$ cat src/rtl/riscv_fetch_queue_pkg.sv
// Shared types and constants for the fetch-to-decode instruction queue.
// An entry bundles the fetched pc, the instruction word and the access-fault flag.
package riscv_fetch_queue_pkg;

  localparam int XLEN = 32;
  localparam logic [31:0] NOP_INSTR = 32'h0000_0013;

  typedef struct packed {
    logic [XLEN-1:0] pc;
    logic [31:0]     instr;
    logic            fault;
  } fq_entry_t;

  localparam int ENTRY_W = $bits(fq_entry_t);

  // Value presented to decode whenever the queue holds nothing.
  function automatic fq_entry_t empty_entry();
    fq_entry_t e;
    e.pc    = '0;
    e.instr = NOP_INSTR;
    e.fault = 1'b0;
    return e;
  endfunction

endpackage

$ cat src/rtl/riscv_fetch_queue_mem.sv
// Entry storage for the fetch queue: one write port, one asynchronous read port.
// The array has no reset; stale contents are masked by the queue's empty flag.
module riscv_fetch_queue_mem #(
  parameter int DEPTH = 4,
  parameter int WIDTH = 65,
  localparam int IDX_W = $clog2(DEPTH)
) (
  input  logic             i_clk,
  input  logic             i_we,
  input  logic [IDX_W-1:0] i_waddr,
  input  logic [WIDTH-1:0] i_wdata,
  input  logic [IDX_W-1:0] i_raddr,
  output logic [WIDTH-1:0] o_rdata
);

  logic [WIDTH-1:0] mem [DEPTH];

  always_ff @(posedge i_clk) begin
    if (i_we) begin
      mem[i_waddr] <= i_wdata;
    end
  end

  assign o_rdata = mem[i_raddr];

endmodule

$ cat src/rtl/riscv_fetch_queue.sv
// Instruction queue between fetch and decode; a flush empties it in one cycle.
// Ready/valid come only from registered pointers, so fetch ready never depends on decode stall.
module riscv_fetch_queue
  import riscv_fetch_queue_pkg::*;
#(
  parameter int DEPTH = 4,
  localparam int CNT_W = $clog2(DEPTH) + 1
) (
  input  logic             i_clk,
  input  logic             i_rst,
  input  logic             i_clr,
  input  logic             i_push_valid,
  output logic             o_push_ready,
  input  logic [XLEN-1:0]  i_push_pc,
  input  logic [31:0]      i_push_instr,
  input  logic             i_push_fault,
  output logic             o_pop_valid,
  input  logic             i_pop_ready,
  output logic [XLEN-1:0]  o_pop_pc,
  output logic [31:0]      o_pop_instr,
  output logic             o_pop_fault,
  output logic [CNT_W-1:0] o_count
);

  logic [CNT_W-1:0] wr_ptr;
  logic [CNT_W-1:0] rd_ptr;
  logic [CNT_W-2:0] wr_idx;
  logic [CNT_W-2:0] rd_idx;
  logic             empty;
  logic             full;
  logic             push_fire;
  logic             pop_fire;
  fq_entry_t        wr_entry;
  fq_entry_t        rd_entry;
  fq_entry_t        head;

  assign wr_idx = wr_ptr[CNT_W-2:0];
  assign rd_idx = rd_ptr[CNT_W-2:0];

  // Pointers carry an extra wrap bit so full and empty are distinguishable.
  assign empty = (wr_ptr == rd_ptr);
  assign full  = (wr_ptr[CNT_W-1] != rd_ptr[CNT_W-1]) && (wr_idx == rd_idx);

  assign push_fire = i_push_valid && !full && !i_clr;
  assign pop_fire  = !empty && i_pop_ready && !i_clr;

  always_ff @(posedge i_clk) begin
    if (i_rst || i_clr) begin
      wr_ptr <= '0;
      rd_ptr <= '0;
    end else begin
      if (push_fire) begin
        wr_ptr <= wr_ptr + 1'b1;
      end
      if (pop_fire) begin
        rd_ptr <= rd_ptr + 1'b1;
      end
    end
  end

  assign wr_entry.pc    = i_push_pc;
  assign wr_entry.instr = i_push_instr;
  assign wr_entry.fault = i_push_fault;

  riscv_fetch_queue_mem #(
    .DEPTH (DEPTH),
    .WIDTH (ENTRY_W)
  ) u_mem (
    .i_clk   (i_clk),
    .i_we    (push_fire),
    .i_waddr (wr_idx),
    .i_wdata (wr_entry),
    .i_raddr (rd_idx),
    .o_rdata (rd_entry)
  );

  always_comb begin
    head = rd_entry;
    if (empty) begin
      head = empty_entry();
    end
  end

  assign o_push_ready = !full;
  assign o_pop_valid  = !empty;
  assign o_pop_pc     = head.pc;
  assign o_pop_instr  = head.instr;
  assign o_pop_fault  = head.fault;
  assign o_count      = wr_ptr - rd_ptr;

endmodule

$ cat config.mk
export PLATFORM = sky130hd
export DESIGN_NAME = riscv_fetch_queue
export DESIGN_NICKNAME = d
export VERILOG_FILES = /design/src/rtl/riscv_fetch_queue_pkg.sv /design/src/rtl/riscv_fetch_queue_mem.sv /design/src/rtl/riscv_fetch_queue.sv
export SDC_FILE = /design/constraint.sdc
export NUM_CORES = 1
export LEC_CHECK = 0
export ABC_AREA = 0
export ABC_CLOCK_PERIOD_IN_PS = 7450
export BUFFER_PORTS_ARGS = -buffer_cell sky130_fd_sc_hd__buf_2
export CAP_MARGIN = 20
export CELL_PAD_IN_SITES_DETAIL_PLACEMENT = 0
export CELL_PAD_IN_SITES_GLOBAL_PLACEMENT = 1
export CORE_ASPECT_RATIO = 1.75
export CORE_MARGIN = 2
export CORE_UTILIZATION = 35
export CTS_CLUSTER_SIZE = 20
export DETAILED_ROUTE_END_ITERATION = 10
export PLACE_DENSITY = 0.62
export SKIP_CTS_REPAIR_TIMING = 1
export SLEW_MARGIN = 20
export SYNTH_ARGS = -nofsm -noshare
export SYNTH_HDL_FRONTEND = slang
export SYNTH_SLANG_ARGS = --single-unit
$ cat constraint.sdc
create_clock -name i_clk -period 7.45 [get_ports i_clk]
set_clock_uncertainty 0.15 [all_clocks]
set_input_delay 1.1175 -clock i_clk [delete_from_list [all_inputs] [get_ports i_clk]]
set_output_delay 1.1175 -clock i_clk [all_outputs]
set_load 0.005 [all_outputs]
==> flow_summary.toml <==
[sta]
max_slew_margin_pct = 29.49
setup_tns_ns = 0
max_freq_mhz = 232.8
setup_viol = 0
period_needed_ns = 4.296
hold_violations = 0
rsz0062_at_grt = "no"
tightest_slew_ns = 1.058
slew_violations = 0
finalCritPeriodShare_pct = 57.66

[detailed_routing]
dr.pass1.iters = 4
vias = 4853
vias_per_cell = 4.730
drt_iter0_drc = 287
antenna_left = 0
highest_layer = "met5"
wl_met3_um = 940
wl_met1_um = 7712
wl_met2_um = 11920
avgRoutedWirePerCell_um = 20.56
wl_um = 21100
drc = 0

[layout]
drive_gt1_share_pct = 44.03
finish.utilization_pct = 41.35
final_common_cell = "edfxtp_1"
final_cell_mix = "edfxtp_1, buf_2, mux4_2"
final_nets = 700
synthToLayoutAreaGrowth_pct = 17.44

[floorplanning]
fp.dieH_um = 233.2
die_w_um = 135.0
ios = 140
coreArea_mm2 = 0.02985
die_area_mm2 = 0.03149
start_util_pct = 35.21
rows = 84

[pwr]
total_power_mw = 2.924
power_leakage_nw = 4.142
p_per_area_mw_per_mm2 = 236.9
ir_worst_vdd_mv = 0.1869
clock_power_share_pct = 38.4
seqPwrFrac_pct = 57.5
p_sw_share_pct = 19.96
combPwrFrac_pct = 4.1
p_sw_mw = 0.5837
intPower_mw = 2.340

[critical_path]
path_class = "reg -> out"
setup.worst_path.end = "o_pop_instr[4]"
r2r_end = "u_mem.mem[2][29]$_DFFE_PP_"
cp_data_required_time_ns = 6.18
worst_r2r_path_depth = 5
start_kind = "flip-flop"
crit_path_end_kind = "output pin"
startpoint = "wr_ptr[0]$_SDFFE_PP0P_"
crit_arrival_ns = 3.03
r2r_start = "wr_ptr[0]$_SDFFE_PP0P_"
regToRegSetupSlack_ns = 4.47
crit_fanout = 29

[clock_tree]
clkTransAtPathRegs_ns = 0.06
htree_levels = 1
cts_tree = "yes"
cts_buffers = 25
clock_sinks = 268
cts_root_buf = "clkbuf_16"
clk_latency_ns = 0.52
ctsLongestPathBuffers = 3

[yosys]
synth_top_flop_cell = "edfxtp_1"
syn_inst = 471
synth_edf_count = 260
yosys_register_bits = 268
yosysSeqAreaShare_pct = 75.81
synth.distinct_cells = 30
syn_nets = 549
synth_area_mm2 = 0.01051
avgSynthCellArea_um2 = 22.31
synth_top_family_by_area = "multiplexers"
ys_warn_count = 0
synth_compound_area_share_pct = 0.3333
yosys.area_share.simple_pct = 6.071
synthAdderAreaFrac_pct = 1.024
yosys.area.top_type_share_pct = 74.29
ys_async_sr_fraction_pct = 0
synth_top_area_cell = "edfxtp_1"
synthMuxAreaShare_pct = 14.50
synth_xor_area_share_pct = 0.2381
synthTopCellsByArea = "edfxtp_1, mux4_2, nor2b_1, nor2b_2, dfxtp_1"

[placement]
place_congestion = 0.7013
hpwl_um = 12650
port_buffers = 139

[flow_run]
cap_violations = 0

[global_routing]
grt_max_degree = 66
grt_use_total_pct = 13.66
grt_pass1_vias = 5504
grt_pass1_wl_um = 31770
gr-total-overflow = 0
antenna_found_initial = 6

[hold_path]
min_path_type = "reg -> reg"

[status]
status = "completed"
-- routing by layer --
layer | vias to the layer above | track usage [%]
met2 | 108 | 26.38
met1 | 2515 | 14.45
met5 | - | 0
li1 | 2188 | -
met4 | 6 | 5.339
met3 | 36 | 2.452
-- worst min-delay path by stage --
stage                           startpoint                      to  slack, ns  cells past startpoint
floorplan           wr_ptr[0]$_SDFFE_PP0P_  wr_ptr[0]$_SDFFE_PP0P_       0.32                      2
global placement    wr_ptr[0]$_SDFFE_PP0P_  wr_ptr[0]$_SDFFE_PP0P_       0.33                      2
detailed placement  wr_ptr[0]$_SDFFE_PP0P_  wr_ptr[0]$_SDFFE_PP0P_       0.36                      2
CTS                 wr_ptr[0]$_SDFFE_PP0P_  wr_ptr[0]$_SDFFE_PP0P_       0.37                      2
global route        wr_ptr[0]$_SDFFE_PP0P_  wr_ptr[0]$_SDFFE_PP0P_       0.39                      2
finish              wr_ptr[0]$_SDFFE_PP0P_  wr_ptr[0]$_SDFFE_PP0P_       0.37                      2
-- cells by family after synthesis --
family | after synthesis
compound gates | 5
xor+xnor | 2
fa+ha+maj | 8
buf+inv | 31
flops | 268
mux | 71
simple gates | 86
-- power by group through the flow --
stage | Sequential (mW) | Clock [mW] | Combinational [mW]
finish | 1.68 | 1.12 | 0.119
global route | 1.68 | 1.21 | 0.130
CTS | 1.68 | 1.16 | 0.122
detailed placement | 1.71 | 0 | 0.121
global placement | 1.71 | 0 | 0.114
floorplan | 1.71 | 0 | 0.0621
-- area by class of cell --
type                    instances  area, um2
clock buffers                  28      636.9
repair buffers                146      788.3
inverters                       9      33.78
fillers                      2726      17510
well taps                     387      484.2
clock inverters                13      62.56
flip-flops and latches        268       7975
diodes                          3      7.507
multi-input cells             172       2355
-- critical path, stage by stage, from the launching register on --
cell,delay [ns]
dfxtp_1,0.38
inv_1,0.11
ha_1,0.33
nand2_1,0.11
nor2_4,0.35
buf_16,0.21
buf_8,0.17
buf_4,0.51
or2_1,0.20
buf_2,0.11
-- sequential cells by signal (all words and copies together) (netlist names), named ones only --
| signal | count |
|---|---|
| rd_ptr | 3 |
| u_mem.mem | 260 |
| wr_ptr | 3 |
-- cells in the mapped netlist, types with 2 or more instances --
cell type,number
nor2b_1,32
nor2b_4,10
mux4_2,65
buf_8,3
dfxtp_1,8
edfxtp_1,260
o211ai_1,2
and2_1,4
nor2b_2,20
nand2_1,10
clkbuf_1,6
mux2i_1,6
buf_2,5
buf_6,7
or3_1,2
inv_1,9
or2_1,3
ha_1,7
-- metrics by stage --
step	hold slack (ns)	instance area, um2	cells	setup WS [ns]
6_report	0.3683	12340	1026	3.154
3_3_place_gp	0.3295	11570	979	3.442
2_1_floorplan	0.3188	10510	471	0.4867
3_5_place_dp	0.3633	11620	981	3.589
4_1_cts	0.3707	12320	1022	3.011
5_1_grt	0.3908	12340	1026	2.880
Power figures use the tool's default switching activity.
